File: config.mk
export PLATFORM = sky130hd
export DESIGN_NAME = dbuf_frame_ctrl
export DESIGN_NICKNAME = d
export VERILOG_FILES = /design/src/rtl/fb_pkg.sv /design/src/rtl/fb_clear_engine.sv /design/src/rtl/dbuf_frame_ctrl.sv
export SDC_FILE = /design/constraint.sdc
export NUM_CORES = 1
export LEC_CHECK = 0
export CORE_ASPECT_RATIO = 1.5
export CORE_MARGIN = 1
export CORE_UTILIZATION = 25
export CTS_CLUSTER_DIAMETER = 40
export DETAILED_ROUTE_END_ITERATION = 16
export HOLD_SLACK_MARGIN = 0.08
export PLACE_DENSITY_LB_ADDON = 0.08
export SETUP_SLACK_MARGIN = 0.1
export SLEW_MARGIN = 20
export SYNTH_ARGS = -nofsm -noshare
export SYNTH_HDL_FRONTEND = slang
export SYNTH_HIERARCHICAL = 1
export SYNTH_SLANG_ARGS = --single-unit
File: constraint.sdc
create_clock -name clk -period 3.6 [get_ports clk]
set_clock_uncertainty 0.15 [all_clocks]
set_input_delay 0.36 -clock clk [delete_from_list [all_inputs] [get_ports clk]]
set_output_delay 0.36 -clock clk [all_outputs]
set_load 0.05 [all_outputs]
File: src/rtl/fb_pkg.sv
// Shared definitions for the double-buffered framebuffer controller:
// default geometry, the controller state encoding and the linear
// pixel-address helper.
// Optional feature macro: FB_AUTO_CLEAR_EN adds the CLEAR state.
package fb_pkg;

    localparam int DEF_H_RES  = 640;
    localparam int DEF_V_RES  = 480;
    localparam int DEF_PIX_W  = 1;
    localparam int DEF_ADDR_W = 19;

`ifdef FB_AUTO_CLEAR_EN
    typedef enum logic [1:0] {
        IDLE    = 2'd0,
        WAIT_VB = 2'd1,
        CLEAR   = 2'd2
    } fb_state_e;
`else
    typedef enum logic [1:0] {
        IDLE    = 2'd0,
        WAIT_VB = 2'd1
    } fb_state_e;
`endif

    // Row-major linear address, kept at 32 bits so no in-range product is lost;
    // callers narrow the result to their address width.
    function automatic logic [31:0] pix_addr(input logic [31:0] x,
                                             input logic [31:0] y,
                                             input logic [31:0] h_res);
        return (y * h_res) + x;
    endfunction

endpackage

File: src/rtl/fb_clear_engine.sv
// Linear address sweep used to fill the back buffer with the clear colour.
// Counts 0..TOTAL-1 while enabled, flags the last address, and parks at 0
// whenever disabled. Only instantiated when FB_AUTO_CLEAR_EN is defined.
module fb_clear_engine #(
    parameter int ADDR_W = 19,
    parameter int TOTAL  = 307200
) (
    input  logic              clk,
    input  logic              reset,
    input  logic              en,
    output logic [ADDR_W-1:0] addr,
    output logic              done
);

    logic [ADDR_W-1:0] count_r;

    assign addr = count_r;
    assign done = en && (count_r == ADDR_W'(TOTAL - 1));

    // Advance one address per enabled cycle; restart from 0 after the last one.
    always_ff @(posedge clk) begin
        if (reset) begin
            count_r <= {ADDR_W{1'b0}};
        end else if (en && !done) begin
            count_r <= count_r + ADDR_W'(1'b1);
        end else begin
            count_r <= {ADDR_W{1'b0}};
        end
    end

endmodule

File: src/rtl/dbuf_frame_ctrl.sv
// Double-buffered framebuffer controller: routes bounded draw writes into the
// back buffer, scans the front buffer out, and swaps buffers in vertical blank.
// Optional feature macro: FB_AUTO_CLEAR_EN -- after each swap the new back
// buffer is filled with bg_color while drawing is held off.
module dbuf_frame_ctrl
    import fb_pkg::*;
#(
    parameter int H_RES  = DEF_H_RES,
    parameter int V_RES  = DEF_V_RES,
    parameter int PIX_W  = DEF_PIX_W,
    parameter int ADDR_W = DEF_ADDR_W
) (
    input  logic                clk,
    input  logic                reset,
    input  logic                frame_start,
    input  logic signed [10:0]  draw_x,
    input  logic signed [10:0]  draw_y,
    input  logic [PIX_W-1:0]    draw_data,
    input  logic                draw_we,
    output logic                draw_ready,
    input  logic                swap_req,
    output logic                swap_ack,
    input  logic [PIX_W-1:0]    bg_color,
    input  logic [9:0]          vga_x,
    input  logic [8:0]          vga_y,
    output logic [ADDR_W-1:0]   wr_addr,
    output logic [PIX_W-1:0]    wr_data,
    output logic [1:0]          wr_en,
    output logic [ADDR_W-1:0]   rd_addr,
    input  logic [PIX_W-1:0]    rd_q0,
    input  logic [PIX_W-1:0]    rd_q1,
    output logic [PIX_W-1:0]    pix,
    output logic                front_sel
);

`ifdef FB_AUTO_CLEAR_EN
    localparam fb_state_e POST_SWAP_ST = CLEAR;
`else
    localparam fb_state_e POST_SWAP_ST = IDLE;
`endif

    fb_state_e          state_r, state_nx;
    logic               front_sel_r, front_sel_nx;
    logic               swap_ack_r, swap_ack_nx;
    logic               armed_r, armed_nx;
    logic [1:0]         wr_en_r, wr_en_nx;
    logic [ADDR_W-1:0]  wr_addr_r, wr_addr_nx;
    logic [PIX_W-1:0]   wr_data_r, wr_data_nx;
    logic               sel_d_r;
    logic               scan_en_r;
    logic               draw_ready_s;
    logic               draw_in_s;
    logic               draw_ok_s;
    logic [ADDR_W-1:0]  draw_addr_s;

`ifdef FB_AUTO_CLEAR_EN
    logic               draw_ready_r;
    logic               clr_done_s;
    logic [ADDR_W-1:0]  clr_addr_s;

    fb_clear_engine #(
        .ADDR_W (ADDR_W),
        .TOTAL  (H_RES * V_RES)
    ) u_clear (
        .clk   (clk),
        .reset (reset),
        .en    (state_r == CLEAR),
        .addr  (clr_addr_s),
        .done  (clr_done_s)
    );

    assign draw_ready_s = draw_ready_r;

    // Drawing is refused for exactly the cycles the controller sits in CLEAR.
    always_ff @(posedge clk) begin
        if (reset) begin
            draw_ready_r <= 1'b1;
        end else begin
            draw_ready_r <= (state_nx != CLEAR);
        end
    end
`else
    logic unused_bg_s;
    assign unused_bg_s  = ^bg_color;
    assign draw_ready_s = 1'b1;
`endif

    // Negative coordinates are rejected by sign before any address is formed,
    // so they can never wrap onto low addresses.
    assign draw_in_s = (draw_x >= 11'sd0) && (int'(draw_x) < H_RES) &&
                       (draw_y >= 11'sd0) && (int'(draw_y) < V_RES);
    assign draw_ok_s = draw_we && draw_ready_s && draw_in_s;

    assign draw_addr_s = ADDR_W'(pix_addr({21'd0, draw_x}, {21'd0, draw_y},
                                          32'(H_RES)));
    assign rd_addr     = ADDR_W'(pix_addr({22'd0, vga_x}, {23'd0, vga_y},
                                          32'(H_RES)));

    assign draw_ready = draw_ready_s;
    assign swap_ack   = swap_ack_r;
    assign front_sel  = front_sel_r;
    assign wr_en      = wr_en_r;
    assign wr_addr    = wr_addr_r;
    assign wr_data    = wr_data_r;

    // The RAM answers one cycle after rd_addr, so the select is delayed to match.
    assign pix = scan_en_r ? (sel_d_r ? rd_q1 : rd_q0) : {PIX_W{1'b0}};

    // Swap handshake and buffer-select next-state logic.
    always_comb begin
        state_nx     = state_r;
        front_sel_nx = front_sel_r;
        swap_ack_nx  = 1'b0;
        armed_nx     = armed_r;
        case (state_r)
            IDLE: begin
                if (swap_req && armed_r) begin
                    if (frame_start) begin
                        front_sel_nx = ~front_sel_r;
                        swap_ack_nx  = 1'b1;
                        state_nx     = POST_SWAP_ST;
                    end else begin
                        state_nx = WAIT_VB;
                    end
                end else begin
                    state_nx = IDLE;
                end
            end
            WAIT_VB: begin
                if (frame_start) begin
                    front_sel_nx = ~front_sel_r;
                    swap_ack_nx  = 1'b1;
                    state_nx     = POST_SWAP_ST;
                end else begin
                    state_nx = WAIT_VB;
                end
            end
`ifdef FB_AUTO_CLEAR_EN
            CLEAR: begin
                if (clr_done_s) begin
                    state_nx = IDLE;
                end else begin
                    state_nx = CLEAR;
                end
            end
`endif
            default: begin
                state_nx = IDLE;
            end
        endcase
        // A new acknowledge needs swap_req to have dropped since the last one.
        if (swap_ack_nx) begin
            armed_nx = 1'b0;
        end else if (!swap_req) begin
            armed_nx = 1'b1;
        end else begin
            armed_nx = armed_r;
        end
    end

    // Write-port selection; the target is always the back buffer as it will be
    // after this edge, so a draw landing on the swap edge cannot hit the front.
    always_comb begin
        wr_en_nx   = 2'b00;
        wr_addr_nx = wr_addr_r;
        wr_data_nx = wr_data_r;
`ifdef FB_AUTO_CLEAR_EN
        if (state_r == CLEAR) begin
            wr_en_nx   = front_sel_nx ? 2'b01 : 2'b10;
            wr_addr_nx = clr_addr_s;
            wr_data_nx = bg_color;
        end else
`endif
        if (draw_ok_s) begin
            wr_en_nx   = front_sel_nx ? 2'b01 : 2'b10;
            wr_addr_nx = draw_addr_s;
            wr_data_nx = draw_data;
        end else begin
            wr_en_nx = 2'b00;
        end
    end

    // State, handshake, write-port and scan-out registers.
    always_ff @(posedge clk) begin
        if (reset) begin
            state_r     <= IDLE;
            front_sel_r <= 1'b0;
            swap_ack_r  <= 1'b0;
            armed_r     <= 1'b1;
            wr_en_r     <= 2'b00;
            wr_addr_r   <= {ADDR_W{1'b0}};
            wr_data_r   <= {PIX_W{1'b0}};
            sel_d_r     <= 1'b0;
            scan_en_r   <= 1'b0;
        end else begin
            state_r     <= state_nx;
            front_sel_r <= front_sel_nx;
            swap_ack_r  <= swap_ack_nx;
            armed_r     <= armed_nx;
            wr_en_r     <= wr_en_nx;
            wr_addr_r   <= wr_addr_nx;
            wr_data_r   <= wr_data_nx;
            sel_d_r     <= front_sel_r;
            scan_en_r   <= 1'b1;
        end
    end

endmodule

### After elaboration in Yosys (flattened, before gate mapping)

Cells that the tools add are included.

| storage, ports and cells | value |
|---|---|
| flip-flop bits (word level) | 29 |
| bits of input ports | 50 |
| output and inout bits | 45 |
| logic and storage cells | 43 |

| cells by class | value |
|---|---|
| $add $sub $neg | 2 |
| $mul | 2 |
| magnitude comparators | 4 |
| equal/unequal tests | 2 |
| mux-type cells | 15 |
| bitwise logic cells | 2 |
| reductions and logical operators | 7 |

Operator list:

| kind | count |
|---|---|
| 11-bit by 1-bit greater-or-equal comparator with 1-bit output (second input constant) | 2 |
| 19-bit by 10-bit adder with 19-bit output | 1 |
| 19-bit by 11-bit adder with 19-bit output | 1 |
| 11-bit by 3-bit multiplier with 12-bit output (second input constant) | 1 |
| 9-bit by 3-bit multiplier with 12-bit output (second input constant) | 1 |
| 11-bit by 10-bit < comparator with 1-bit output (second input constant) | 1 |
| 11-bit < comparator (second input constant) | 1 |
| 1-bit two-way mux | 10 |
| 1-bit logical AND | 5 |
| 2-bit two-way mux | 2 |
| 1-bit one-hot mux with 2 select lines | 2 |
| 2-bit one-hot mux with 2 select lines | 1 |
| 2-bit by 1-bit equality test with 1-bit output (second input constant) | 1 |
| 2-bit zero test | 1 |
| 2-bit by 1-bit inequality test with 1-bit output (second input constant) | 1 |
| 1-bit inverter | 2 |
| 2-bit OR reduction | 1 |

### Logic depth before layout (Yosys ltp)

Gate-level depths: netlist (run 1).

| depth | value |
|---|---|
| word-level depth | 7 |
| depth in mapped cells | 10 |
| gate-level depth less buffers | 10 |

### Worst setup path after synthesis (run 1)

No wires, ideal clock.

| timing path | value |
|---|---|
| path kind | in2out |
| start point | in vga_y[1] |
| end point | out rd_addr[17] |
| arrival | 3095 ps |
| data required time | 3090 ps |
| setup slack | -5 ps |
| cell stages on the path | 10 |
| buffers on the path | 0 |
| path through | ha_1 ha_1 fa_1 a21o_1 a21oi_1 o21bai_1 a21oi_1 xor2_1 nor3_1 xnor2_1 |

| between the ends | value |
|---|---|
| longest elaborated chain between the ends | 2 |

Ends and longest elaborated chain:

| what | line | RTL |
|---|---|---|
| start: declaration | dbuf_frame_ctrl.sv:25 | `input logic [8:0] vga_y,` |
| 9-bit by 3-bit multiplier with 12-bit output | fb_pkg.sv:30 | `return (y * h_res) + x;` |
| 19-bit by 10-bit adder with 19-bit output | fb_pkg.sv:30 |  |
| end: declaration | dbuf_frame_ctrl.sv:29 | `output logic [ADDR_W-1:0] rd_addr,` |

No other way between the ends.

### Worst setup path after layout (run 1)

| timing path | value |
|---|---|
| start point | in vga_y[1] |
| end point | out rd_addr[18] |

The elaborated chain is that of the path after synthesis.

==> results of run 1 <==
synth_stat cells (all sizes together) (4+ instances only):
| master | n | area, µm² |
|---|---|---|
| a211oi | 12 | 100.1 |
| a21o | 5 | 37.54 |
| a21oi | 22 | 110.1 |
| buf | 8 | 60.06 |
| clkbuf | 6 | 22.52 |
| dfxtp | 28 | 560.5 |
| fa | 4 | 80.08 |
| ha | 38 | 475.5 |
| inv | 13 | 48.80 |
| nand2 | 29 | 108.9 |
| nand3 | 6 | 30.03 |
| nor2 | 19 | 71.32 |
| nor2b | 7 | 43.79 |
| nor3 | 7 | 35.03 |
| nor3b | 5 | 42.54 |
| o21a | 4 | 30.03 |
| o21ai | 12 | 60.06 |
| xnor2 | 21 | 191.4 |
| xor2 | 7 | 61.31 |
critical path: stages:
cell,delay [ns]
dlygate4sd2_1,0.27
ha_4,0.23
ha_4,0.16
fa_2,0.39
a21o_1,0.19
a21oi_2,0.15
buf_4,0.13
xnor2_2,0.11
and4_1,0.25
nor3b_2,0.17
o21ai_1,0.08
o211ai_1,0.14
clkbuf_16,0.22
repair_timing:
item / 4_1_cts / 5_1_grt
endpoints found under the hold margin: 0 / 0
buffers inserted: 1 / 1
setup endpoints to repair: 4 / 3
resized for setup: 21 / 12
pin swaps: 5 / 8
cloned: 0 / 0
layout make-up:
class / count / area (µm²)
clock buffer: 3 / 75.07
clock inverter: 1 / 30.03
fill: 917 / 5484
inverter: 13 / 48.80
multi-input combinational: 220 / 1804
sequential: 28 / 560.5
tap: 112 / 140.1
timing repair buffer: 105 / 1057
flip-flops by register name, indices dropped and copies added, names as in the netlist:
name,count
state_r,1
wr_addr,19
sel_d_r,1
armed_r,1
swap_ack,1
wr_en,2
wr_data,1
scan_en_r,1
front_sel,1
stage by stage:
stage	setup TNS (ns)	area (µm²)	hold WS [ns]	std cells	utilization
6_report	0	3716	0.3039	482	0.4039
2_1_floorplan	0	2360	0.2816	275	-
3_3_place_gp	-0.4034	3453	0.2901	476	0.3754
3_5_place_dp	-0.4294	3453	0.2972	476	0.3754
5_1_grt	0	3716	0.3193	482	0.4039
4_1_cts	0	3652	0.3066	481	0.3970
cells by family (layout without fill, tap and decap cells):
kind of cell / Yosys count / count (layout) / synth area share
other: 1 / 1 / 0.001594
adders and majority gates: 42 / 42 / 0.2362
DFF: 28 / 28 / 0.2383
buffers and inverters: 27 / 122 / 0.05585
muxes: 1 / 1 / 0.004255
AOI/OAI and AO/OA: 62 / 62 / 0.1686
xor gates and xnor gates: 28 / 28 / 0.1075
and+or+nand+nor: 86 / 86 / 0.1878
power breakdown:
part | total (mW) | switching, mW | leakage, nW | internal, mW
combinational | 0.749 | 0.392 | 1.26 | 0.358
clock | 0.325 | 0.104 | 0.0511 | 0.221
sequential | 0.323 | 0.00426 | 0.227 | 0.319
worst paths after layout:
kind / start / end / slack (ns) / cells after the start
max: vga_y[1] / rd_addr[18] / 0.22 / 13
min: wr_addr[3] / wr_addr[3] / 0.30 / 2
max reg2reg: armed_r / wr_en[1] / 2.37 / 4
min reg2reg: wr_addr[3] / wr_addr[3] / 0.30 / 2
per-layer routing:
layer,global-route usage,vias to the layer above,part of all wire,routed length [µm]
li1,-,1145,-,-
met1,0.1316,984,0.39,2275
met5,0,-,0,0
met3,0.01660,5,0.056,328
met2,0.2474,54,0.55,3223
met4,0.04129,0,0.013,76
==> qor.yml, run 1 <==
grt.total_usage: 0.1261
gp_congestion: 0.7482
yosysWarnings: 6
row_count: 43
ys_types: 41
num_io_pins: 95
cts_tree: "built"
ctsHoldBuffers: 0
drt_first_pass_iters: 4
gr-total-overflow: 0
clock.fmax_mhz: 296.0
synth_edf_count: 0
syn_inst: 275
avgSynthCellArea_um2: 8.554
antennaDiodeCount: 0
syn_to_final_growth_pct: 57.98
cp-end-kind: "primary output"
critical_path.max_fanout: 3
wl_per_cell_um: 12.25
power_leakage_nw: 1.540
drc: 0
criticalPathCategory: "in -> out"
fin_crit_sh: 0.9383
ys_seq_area_frac: 0.2383
layout_setup_ws_ns: 0.2220
antenna_left: 0
outcome: "complete, no violations"
die_h_um: 120.8
setup_viol_count_final: 0
numCtsBuffers: 3
clkLatencyLatePin_ns: 0.26
start_util: 0.2557
dieArea_um2: 9809
drive_above_1_share: 0.1811
drt-total-wl_mm: 5.903
die_w_um: 81.20
grt_pass1_vias: 2119
ys.flop_type: "dfxtp_1"
syn_area_um2: 2352
synthArstFlopShare: 0
grt_setup_unrepaired: "no"
vias: 2188
hold_viol: 0
layout.cells.most_common: "clkdlybuf4s50_1"
antenna_found_initial: 0
dp_hpwl_mm: 4.910
grt_max_degree: 26
slew_headroom: 0.6497
hp-class: "reg -> reg"
p_per_area_nw_per_um2: 376.1
htree_levels: 1
cts.sinks: 28
power_mw: 1.398
grt_first_pass_wirelength_mm: 9.660
crit_arrival_ns: 2.87
vdd_drop_max_uv: 224.7
synthesis.nets: 367
viasPerCell: 4.539
startpoint_type: "primary input"
io_buffers: 78
cts-root-buf: "clkbuf_16"
max-cap-violations: 0
nets: 463
ys_ff_latch: 28
final_cell_mix: "64 x clkdlybuf4s50_1, 31 x ha_1, 29 x nand2_1"
worstPathRequired_ns: 3.09
drt_iter0_markers: 72
cts_buffer_depth: 2
dpl_worst_slack_ns: -0.1434
clkTransAtPathRegs_ns: 0.06
fin_crit_ns: 3.378
tightest_slew_ns: 0.5217
slew_viol_final: 0
core_area_um2: 9200
No activity file was read; power rests on OpenSTA's default activity.
==> run 2, diff against run 1 <==
Settings changed: CORE_UTILIZATION 25 to 44.
==> qor.yml, run 2 (synthesis gave the netlist of run 1 again) <==
outcome: "complete, no violations"
power_leakage_nw: 1.495  # -2.9%
clock.fmax_mhz: 288.7  # -2.5%
largest_register_ff_count: 19  # unchanged
numCtsBuffers: 3  # unchanged
setup_viol_count_final: 0  # unchanged
cts_buffer_depth: 2  # unchanged
hold_viol: 0  # unchanged
layout.cells.most_common: "clkdlybuf4s50_1"
clkTransAtPathRegs_ns: 0.09  # +0.03 ns
crit_arrival_ns: 2.95  # +0.08 ns
row_count: 32  # -26%
grt_first_pass_wirelength_mm: 9.653  # about the same
critPathBufInv: 3  # unchanged
tightest_slew_ns: 0.5308  # +0.009016 ns
slew_viol_final: 0  # unchanged
drt_iter0_markers: 79  # +9.7%
wl_per_cell_um: 13.51  # +10%
core_area_um2: 5125  # -44%
critical_path.max_fanout: 3  # unchanged
max-cap-violations: 0  # unchanged
cts_tree: "built"
num_io_pins: 95  # unchanged
gp_congestion: 0.7820  # +4.5%
cts-root-buf: "clkbuf_8"
startpoint_type: "primary input"
vdd_drop_max_uv: 183.6  # -18%
crit_family: "compound AO/OA/AOI/OAI gates"
antennaDiodeCount: 0  # unchanged
syn_to_final_growth_pct: 54.79
utilization: 0.7104  # +0.3065
viasPerCell: 5.212  # +15%
grt.total_usage: 0.2166  # +0.09047
grt_pass1_vias: 2314  # +9.2%
die_w_um: 61.70  # -24%
worstPathRequired_ns: 3.09  # about the same
start_util: 0.4590  # +0.2033
fin_crit_ns: 3.464  # +0.08577 ns
io_buffers: 78  # unchanged
nets: 459  # -0.86%
gr-total-overflow: 0  # unchanged
path_cells: "dlygate4sd2_1 -> ha_4 -> ha_4 -> fa_2 -> a21o_1 -> a21oi_2 -> o21bai_1 -> a21oi_2 -> buf_4 -> nand3_1 -> o211ai_1 -> clkbuf_16"
htree_levels: 1  # unchanged
drt_first_pass_iters: 4  # unchanged
fin_crit_sh: 0.9622  # +0.02383
grt_setup_unrepaired: "no"
antenna_found_initial: 0  # unchanged
hp-class: "reg -> reg"
drt-total-wl_mm: 5.850  # -0.90%
dp.cells: 427  # -10%
crit_path_top_delay_cell: "fa_2"
grt_max_degree: 26  # unchanged
final_cells: 433  # -10%
criticalPathCategory: "in -> out"
cts.sinks: 28  # unchanged
vias: 2257  # +3.2%
p_per_area_nw_per_um2: 343.0  # -8.8%
dieArea_um2: 5649  # -42%
antenna_left: 0  # unchanged
cp_slowest_stage_delay_ns: 0.36  # -0.03 ns
drive_above_1_share: 0.1918  # +0.01070
clkLatencyLatePin_ns: 0.26  # about the same
die_h_um: 91.55  # -24%
dpl_worst_slack_ns: -0.1698  # -0.02643 ns
slew_headroom: 0.6451  # -0.004620
layout_setup_ws_ns: 0.1362  # -0.08577 ns
final_cell_mix: "65 x clkdlybuf4s50_1, 29 x nand2_1, 28 x ha_1, 28 x dfxtp_1, 24 x buf_4"
dp_hpwl_mm: 4.591  # -6.5%
drc: 0  # unchanged
cp-end-kind: "primary output"
[run 2: path summary, 6_finish.rpt]
kind,startpoint,end,slack (ns),cells past startpoint
setup reg to reg,armed_r,wr_en[1],2.34,4
setup / recovery,vga_y[3],rd_addr[18],0.14,12
hold reg to reg,wr_addr[12],wr_addr[12],0.31,2
hold / removal,wr_addr[12],wr_addr[12],0.31,2
[run 2: timing repair]
action / 4_1_cts / 5_1_grt
setup buffers: 3 / 0
pin swaps: 15 / 9
hold buffers: 0 / 0
resized for setup: 31 / 10
endpoints found under the setup margin: 4 / 2
[run 2: area by class of cell]
cell class / count / area, µm²
Multi-Input combinational cell: 220 / 1882
Fill cell: 452 / 1484
Timing Repair Buffer: 101 / 1023
Sequential cell: 28 / 560.5
Tap cell: 68 / 85.08
Inverter: 13 / 48.80
Clock buffer: 3 / 41.29
[run 2: per-stage QoR]
stage	power, mW	hold WS [ns]	setup TNS, ns	cell area [µm²]
6_report	1.249	0.3053	0	3641
5_1_grt	1.324	0.3346	0	3641
4_1_cts	1.232	0.3099	0	3580
3_5_place_dp	1.020	0.2967	-0.4075	3361
3_3_place_gp	1.009	0.2915	-0.1510	3361
2_1_floorplan	0.7734	0.2816	0	2360
[run 2: worst min-delay path, stage by stage (launching register included)]
cell and delay [ns]:
dfxtp_1 0.32, nand2_1 0.05, a21oi_1 0.05
[run 2: power by group]
group	switching [mW]	leakage (nW)	internal, mW
Clock	0.0875	0.0216	0.0749
Sequential	0.00476	0.227	0.319
Combinational	0.402	1.25	0.361
Total	0.494	1.49	0.755
[run 2: layer usage]
layer  routed length [µm]  vias up  share of wire  track usage
li1                     -     1145              -            -
met2                 3323       59           0.57       0.4140
met4                   62        0          0.011      0.05000
met1                 2219     1047           0.38       0.2381
met3                  245        6          0.042      0.02422
met5                    0        -              0            0
